==> src/rtl/gba_pad_pkg.sv <==
// Shared types and constants for the GBA pad scanner: FSM states, serial bit
// positions of the pad frame and the default timing parameters.
package gba_pad_pkg;

  typedef enum logic [2:0] {
    ST_IDLE,
    ST_LATCH,
    ST_READ_LO,
    ST_READ_HI,
    ST_DONE
  } state_t;

  localparam int BIT_B      = 0;
  localparam int BIT_Y      = 1;
  localparam int BIT_SELECT = 2;
  localparam int BIT_START  = 3;
  localparam int BIT_UP     = 4;
  localparam int BIT_DOWN   = 5;
  localparam int BIT_LEFT   = 6;
  localparam int BIT_RIGHT  = 7;
  localparam int BIT_A      = 8;
  localparam int BIT_X      = 9;
  localparam int BIT_L      = 10;
  localparam int BIT_R      = 11;
  localparam int BIT_ID0    = 12;
  localparam int BIT_ID1    = 13;
  localparam int BIT_ID2    = 14;
  localparam int BIT_ID3    = 15;

  localparam int CLK_DIV_DEFAULT     = 100;
  localparam int POLL_PERIOD_DEFAULT = 279620;
  localparam int NUM_KEYS            = 10;

  // Key vector order: {L, R, Down, Up, Left, Right, Start, Select, B, A}
  function automatic logic [NUM_KEYS-1:0] map_keys(input logic [15:0] b);
    map_keys = {b[BIT_L], b[BIT_R], b[BIT_DOWN], b[BIT_UP], b[BIT_LEFT],
                b[BIT_RIGHT], b[BIT_START], b[BIT_SELECT], b[BIT_B], b[BIT_A]};
  endfunction

endpackage

==> src/rtl/gba_sync2.sv <==
// Generic two-flop synchronizer with synchronous active-low reset to zero.
module gba_sync2 #(
  parameter int W = 1
) (
  input  logic         clk,
  input  logic         rst_n,
  input  logic [W-1:0] d,
  output logic [W-1:0] q
);

  logic [W-1:0] meta;

  always_ff @(posedge clk) begin
    if (!rst_n) begin
      meta <= '0;
      q    <= '0;
    end else begin
      meta <= d;
      q    <= meta;
    end
  end

endmodule

==> src/rtl/gba_pad_scanner.sv <==
// Periodic / on-demand serial pad scanner: latches the pad, shifts 16 bits in,
// publishes the raw frame and per-key debounced button states.
module gba_pad_scanner
  import gba_pad_pkg::*;
#(
  parameter int CLK_DIV     = CLK_DIV_DEFAULT,
  parameter int POLL_PERIOD = POLL_PERIOD_DEFAULT
) (
  input  logic        mclk,
  input  logic        rst_n,
  input  logic        scan_en,
  input  logic        scan_req,
  input  logic        pad_data,
  output logic        pad_latch,
  output logic        pad_clk,
  output logic        KeyA,
  output logic        KeyB,
  output logic        KeySelect,
  output logic        KeyStart,
  output logic        KeyRight,
  output logic        KeyLeft,
  output logic        KeyUp,
  output logic        KeyDown,
  output logic        KeyR,
  output logic        KeyL,
  output logic [15:0] raw_bits,
  output logic        pad_present,
  output logic        scan_done,
  output logic        busy
);

  localparam int CW = $clog2(2 * CLK_DIV + 1);
  localparam int TW = $clog2(POLL_PERIOD + 1);

  state_t              state, next_state;
  logic [CW-1:0]       cnt;
  logic [3:0]          bit_idx;
  logic [15:0]         shift;
  logic [TW-1:0]       poll_timer;
  logic                pending;
  logic [NUM_KEYS-1:0] keys, hist, cur_keys, stable;
  logic                pad_sync, phase_last, start, id_ok;
  logic                latch_d, clk_d, busy_d, done_d;

  gba_sync2 #(.W(1)) u_sync (
    .clk   (mclk),
    .rst_n (rst_n),
    .d     (pad_data),
    .q     (pad_sync)
  );

  assign start    = (scan_en && poll_timer == '0) || pending || scan_req;
  assign cur_keys = map_keys(shift);
  assign stable   = ~(cur_keys ^ hist);
  assign id_ok    = (shift[BIT_ID3:BIT_ID0] == 4'b0000);

  always_comb begin
    phase_last = 1'b0;
    case (state)
      ST_LATCH:               phase_last = (cnt == CW'(2 * CLK_DIV - 1));
      ST_READ_LO, ST_READ_HI: phase_last = (cnt == CW'(CLK_DIV - 1));
      default:                phase_last = 1'b0;
    endcase
  end

  // State register; pad strobes and status flags are registered from next_state
  // so they line up exactly with the state they describe.
  always_ff @(posedge mclk) begin
    if (!rst_n) begin
      state     <= ST_IDLE;
      pad_latch <= 1'b0;
      pad_clk   <= 1'b1;
      busy      <= 1'b0;
      scan_done <= 1'b0;
    end else begin
      state     <= next_state;
      pad_latch <= latch_d;
      pad_clk   <= clk_d;
      busy      <= busy_d;
      scan_done <= done_d;
    end
  end

  always_comb begin
    next_state = state;
    case (state)
      ST_IDLE:    if (start) next_state = ST_LATCH;
      ST_LATCH:   if (phase_last) next_state = ST_READ_LO;
      ST_READ_LO: if (phase_last) next_state = ST_READ_HI;
      ST_READ_HI: if (phase_last) next_state = (bit_idx == 4'(BIT_ID3)) ? ST_DONE : ST_READ_LO;
      ST_DONE:    next_state = ST_IDLE;
      default:    next_state = ST_IDLE;
    endcase
  end

  always_comb begin
    latch_d = (next_state == ST_LATCH);
    clk_d   = (next_state != ST_READ_LO);
    busy_d  = (next_state != ST_IDLE);
    done_d  = (next_state == ST_DONE);
  end

  always_ff @(posedge mclk) begin
    if (!rst_n) begin
      cnt         <= '0;
      bit_idx     <= '0;
      shift       <= '0;
      poll_timer  <= '0;
      pending     <= 1'b0;
      raw_bits    <= '0;
      pad_present <= 1'b0;
      keys        <= '0;
      hist        <= '0;
    end else begin
      if (next_state != state) cnt <= '0;
      else if (state != ST_IDLE) cnt <= cnt + 1'b1;

      if (state == ST_LATCH) bit_idx <= '0;
      else if (state == ST_READ_HI && phase_last) bit_idx <= bit_idx + 1'b1;

      // Pad lines are active-low; store 1 = pressed.
      if (state == ST_READ_LO && phase_last) shift[bit_idx] <= ~pad_sync;

      if (state == ST_IDLE && next_state == ST_LATCH) poll_timer <= TW'(POLL_PERIOD - 1);
      else if (poll_timer != '0) poll_timer <= poll_timer - 1'b1;

      if (state == ST_IDLE && next_state == ST_LATCH) pending <= 1'b0;
      else if (scan_req && state != ST_IDLE) pending <= 1'b1;

      // A key follows its bit only once two consecutive scans agree on it.
      if (state == ST_DONE) begin
        raw_bits    <= shift;
        pad_present <= id_ok;
        hist        <= cur_keys;
        if (!id_ok) keys <= '0;
        else keys <= (keys & ~stable) | (cur_keys & stable);
      end
    end
  end

  assign KeyA      = keys[0];
  assign KeyB      = keys[1];
  assign KeySelect = keys[2];
  assign KeyStart  = keys[3];
  assign KeyRight  = keys[4];
  assign KeyLeft   = keys[5];
  assign KeyUp     = keys[6];
  assign KeyDown   = keys[7];
  assign KeyR      = keys[8];
  assign KeyL      = keys[9];

endmodule

==> config.mk <==
export PLATFORM = sky130hd
export DESIGN_NAME = gba_pad_scanner
export DESIGN_NICKNAME = d
export VERILOG_FILES = /design/src/rtl/gba_pad_pkg.sv /design/src/rtl/gba_sync2.sv /design/src/rtl/gba_pad_scanner.sv
export SDC_FILE = /design/constraint.sdc
export NUM_CORES = 1
export LEC_CHECK = 0
export BUFFER_PORTS_ARGS = -buffer_cell sky130_fd_sc_hd__buf_2
export CELL_PAD_IN_SITES_DETAIL_PLACEMENT = 1
export CELL_PAD_IN_SITES_GLOBAL_PLACEMENT = 1
export CORE_AREA = 2 2 95 97
export DETAILED_ROUTE_END_ITERATION = 7
export DIE_AREA = 0 0 97 99
export PLACE_DENSITY = 0.86
export SETUP_SLACK_MARGIN = 0.2
export SLEW_MARGIN = 25
export SYNTH_ARGS = -nofsm -noshare
export SYNTH_HDL_FRONTEND = slang
export SYNTH_SLANG_ARGS = --single-unit
export TNS_END_PERCENT = 30
==> constraint.sdc <==
create_clock -name mclk -period 2.45 [get_ports mclk]
set_clock_uncertainty 0.15 [all_clocks]
set_input_delay 0.49 -clock mclk [delete_from_list [all_inputs] [get_ports mclk]]
set_output_delay 0.49 -clock mclk [all_outputs]
set_load 0.01 [all_outputs]
==> out/summary.txt <==
status -> finished, final reports clean
Final Setup Violations -> 0
Vias/cell -> 5.59
post-synth cell types -> 53
WP data required -> 2.56 ns
number of enable flip-flop cells after synthesis -> 0
FF-to-FF End -> cnt[5]
H-tree levels -> 3
max_slew headroom -> 0.563
Max Slew Vio Count -> 0
Post-Synth XOR/XNOR Area -> 0.0498
post-synthesis cell count -> 420
Die H -> 99 µm
full die area -> 9600 µm²
CTS tree -> yes
setup ws final -> 0.283 ns
final hold slack -> 0.171 ns
area occupied by multi-input gates -> 1940 µm²
CTS Hold Buffers Added -> 0
first-pass GRT wire length -> 16.5 mm
GP Congestion -> 0.835
max_cap viols -> 0
overflow left after global routing -> 0
clk slew on worst S/H paths -> 0.09 ns
synth top area cells -> dfxtp_1 46%, a21oi_1 6.0%, nor2_1 5.8%
Leak -> 1.61 nW
vias in the first global route -> 3,378
synthesized cell area -> 3690 µm²
# diodes -> 0
final worst path period share -> 0.884
Peak supply drop -> 0.270 mV
Synth area leader -> dfxtp_1
final setup TNS -> 0 ns
fmax -> 461 MHz
Hold Fails Final Rpt -> 0
chip width -> 97 µm
Compound-Gate Fraction of Synth Area -> 0.160
initial antenna violation count -> 0
post-synth top area share -> 0.455
port bufs -> 35
DR pass1 iterations -> 5
Cell Pwr Density -> 793 nW/µm²
Async SR Flop Fraction -> 0
CTS max path bufs -> 2
CP Capture Type -> flop
clock root buffer -> clkbuf_8
syn_nets -> 432
GRT Overall Usage -> 0.211
layout cells sized above 1 -> 0.197
total vias in the final route -> 3,194
Util after Layout -> 0.504
crit path to -> cnt[5]
Initial Util -> 0.432
pre-CTS WS -> 0.0737 ns
Reg2Reg Depth -> 7
Total Wirelength -> 9.83 mm
worst min-delay path class -> primary input to flop
Synth Warn # -> 0
Syn-to-layout area delta -> 16.7%
unrepaired setup endpoints after global routing -> true
Worst-Margin Slew -> 0.655 ns
sequential cell area -> 1680 µm²
placeable core region -> 8550 µm²
register area share after synthesis -> 0.455
synthesized area per cell -> 8.79 µm²
clk sink count -> 84
Post-DRT Antenna Nets -> 0
Layout Nets -> 470
largest family of logic cells by synthesized area -> simple AND/OR/NAND/NOR gates
Crit Path Category -> flop to flop
DRC -> 0
Synth Area in Adders -> 0.0508
CTS Buf Count -> 9
Final min period -> 2.17 ns
Detailed Place HPWL -> 6.54 mm
Top Ports -> 36
Avg WL per Cell -> 17.2 µm
Synth Register Bits -> 84
r2r setup slk -> 0.28 ns
CP startpoint -> poll_timer[0]
Top FF cell, synth -> dfxtp_1
largest net degree at the start of global routing -> 20
simple-gate area share of the yosys netlist -> 0.234
worst path arrival time -> 2.28 ns
CP Launch Type -> flop
largest fanout on the critical path -> 8
clk_lat worst skew -> 0.38 ns
fillers -> 1,015
multiplexer area fraction after synthesis -> 0.0112
DR iter-0 viols -> 108
row count -> 34
FF-to-FF Start -> poll_timer[0]
[synth_stat cells (all sizes together) (2+ instances only)]
library cell,instances
a211oi,4
a21oi,45
a22oi,10
a311oi,6
a31oi,3
and2,8
buf,7
clkbuf,14
dfxtp,84
ha,7
inv,8
maj3,10
mux2i,3
nand2,48
nand2b,5
nand3,5
nand4,9
nor2,59
nor2b,5
nor3,9
nor4,9
o21a,2
o21ai,15
or3,6
or4,2
xnor2,16
xor2,5
[critical path: stages, from the launching register on]
cell,delay (ns)
dfxtp_1,0.36
inv_1,0.12
ha_1,0.20
nor4b_4,0.25
and4_4,0.34
a41oi_4,0.20
a21oi_4,0.34
nor2_1,0.09
[where the power goes]
group / switching, mW / internal, mW / total (mW)
clock network: 0.571 / 0.695 / 1.27
logic: 0.369 / 0.256 / 0.625
registers: 0.0937 / 1.43 / 1.53
total: 1.03 / 2.38 / 3.42
[timing repair]
action,in CTS,in global routing
endpoints found under the hold margin,0,0
pin swaps,1,4
resized for setup,4,14
gates cloned,0,0
buffers inserted,0,3
endpoints found under the setup margin,33,28
[layer usage]
metal,GRT usage,wire length (µm)
met4,0.0769,199
met5,0,0
met3,0.0532,369
met1,0.254,4320
met2,0.367,4940
[stage by stage]
stage	cells	power [mW]	instance area, µm²
finish	571	3.42	4310
global route	571	3.55	4310
CTS	568	3.39	4230
detailed placement	552	2.12	3970
global placement	552	2.08	3970
floorplan	420	2.00	3690
[cell families (layout without fill, tap and decap cells)]
group / Yosys count / after routing
buf+inv: 29 / 72
flops: 84 / 84
mux: 4 / 4
xor+xnor: 21 / 21
compound gates: 92 / 92
simple gates: 173 / 173
fa+ha+maj: 17 / 17
[layout by cell type, fill, tap and decap left out, types with 7 or more instances in the layout]
cell type	count
buf_4	13
dfxtp_1	82
inv_1	8
nand2_1	47
buf_2	35
nand4_1	8
o21ai_0	12
a22oi_1	10
xnor2_1	16
maj3_1	10
and2_1	8
clkbuf_8	9
nor2_1	57
a21oi_1	44
nor3_1	7
[how the worst min path moves through the flow]
stage                       end  cells past startpoint         from
finish              u_sync.meta                      2     pad_data
global route        u_sync.meta                      2     pad_data
CTS                 u_sync.meta                      2     pad_data
detailed placement     u_sync.q                      1  u_sync.meta
global placement       u_sync.q                      1  u_sync.meta
floorplan              u_sync.q                      1  u_sync.meta
[final cells by class]
class,instances,share of cell area
Timing Repair Buffer,48,0.0633
Inverter,8,0.00697
Clock buffer,9,0.0287
Sequential cell,84,0.391
Tap cell,108,0.0313
Clock inverter,7,0.0296
Multi-Input combinational cell,307,0.449
[flip-flops by register name, indices dropped and copies added, names as in the netlist, 3 cells and up]
register	cells
poll_timer	19
raw_bits	16
shift	16
state	3
bit_idx	4
keys	10
cnt	8
Note: power is estimated with default switching activity, not from simulation.
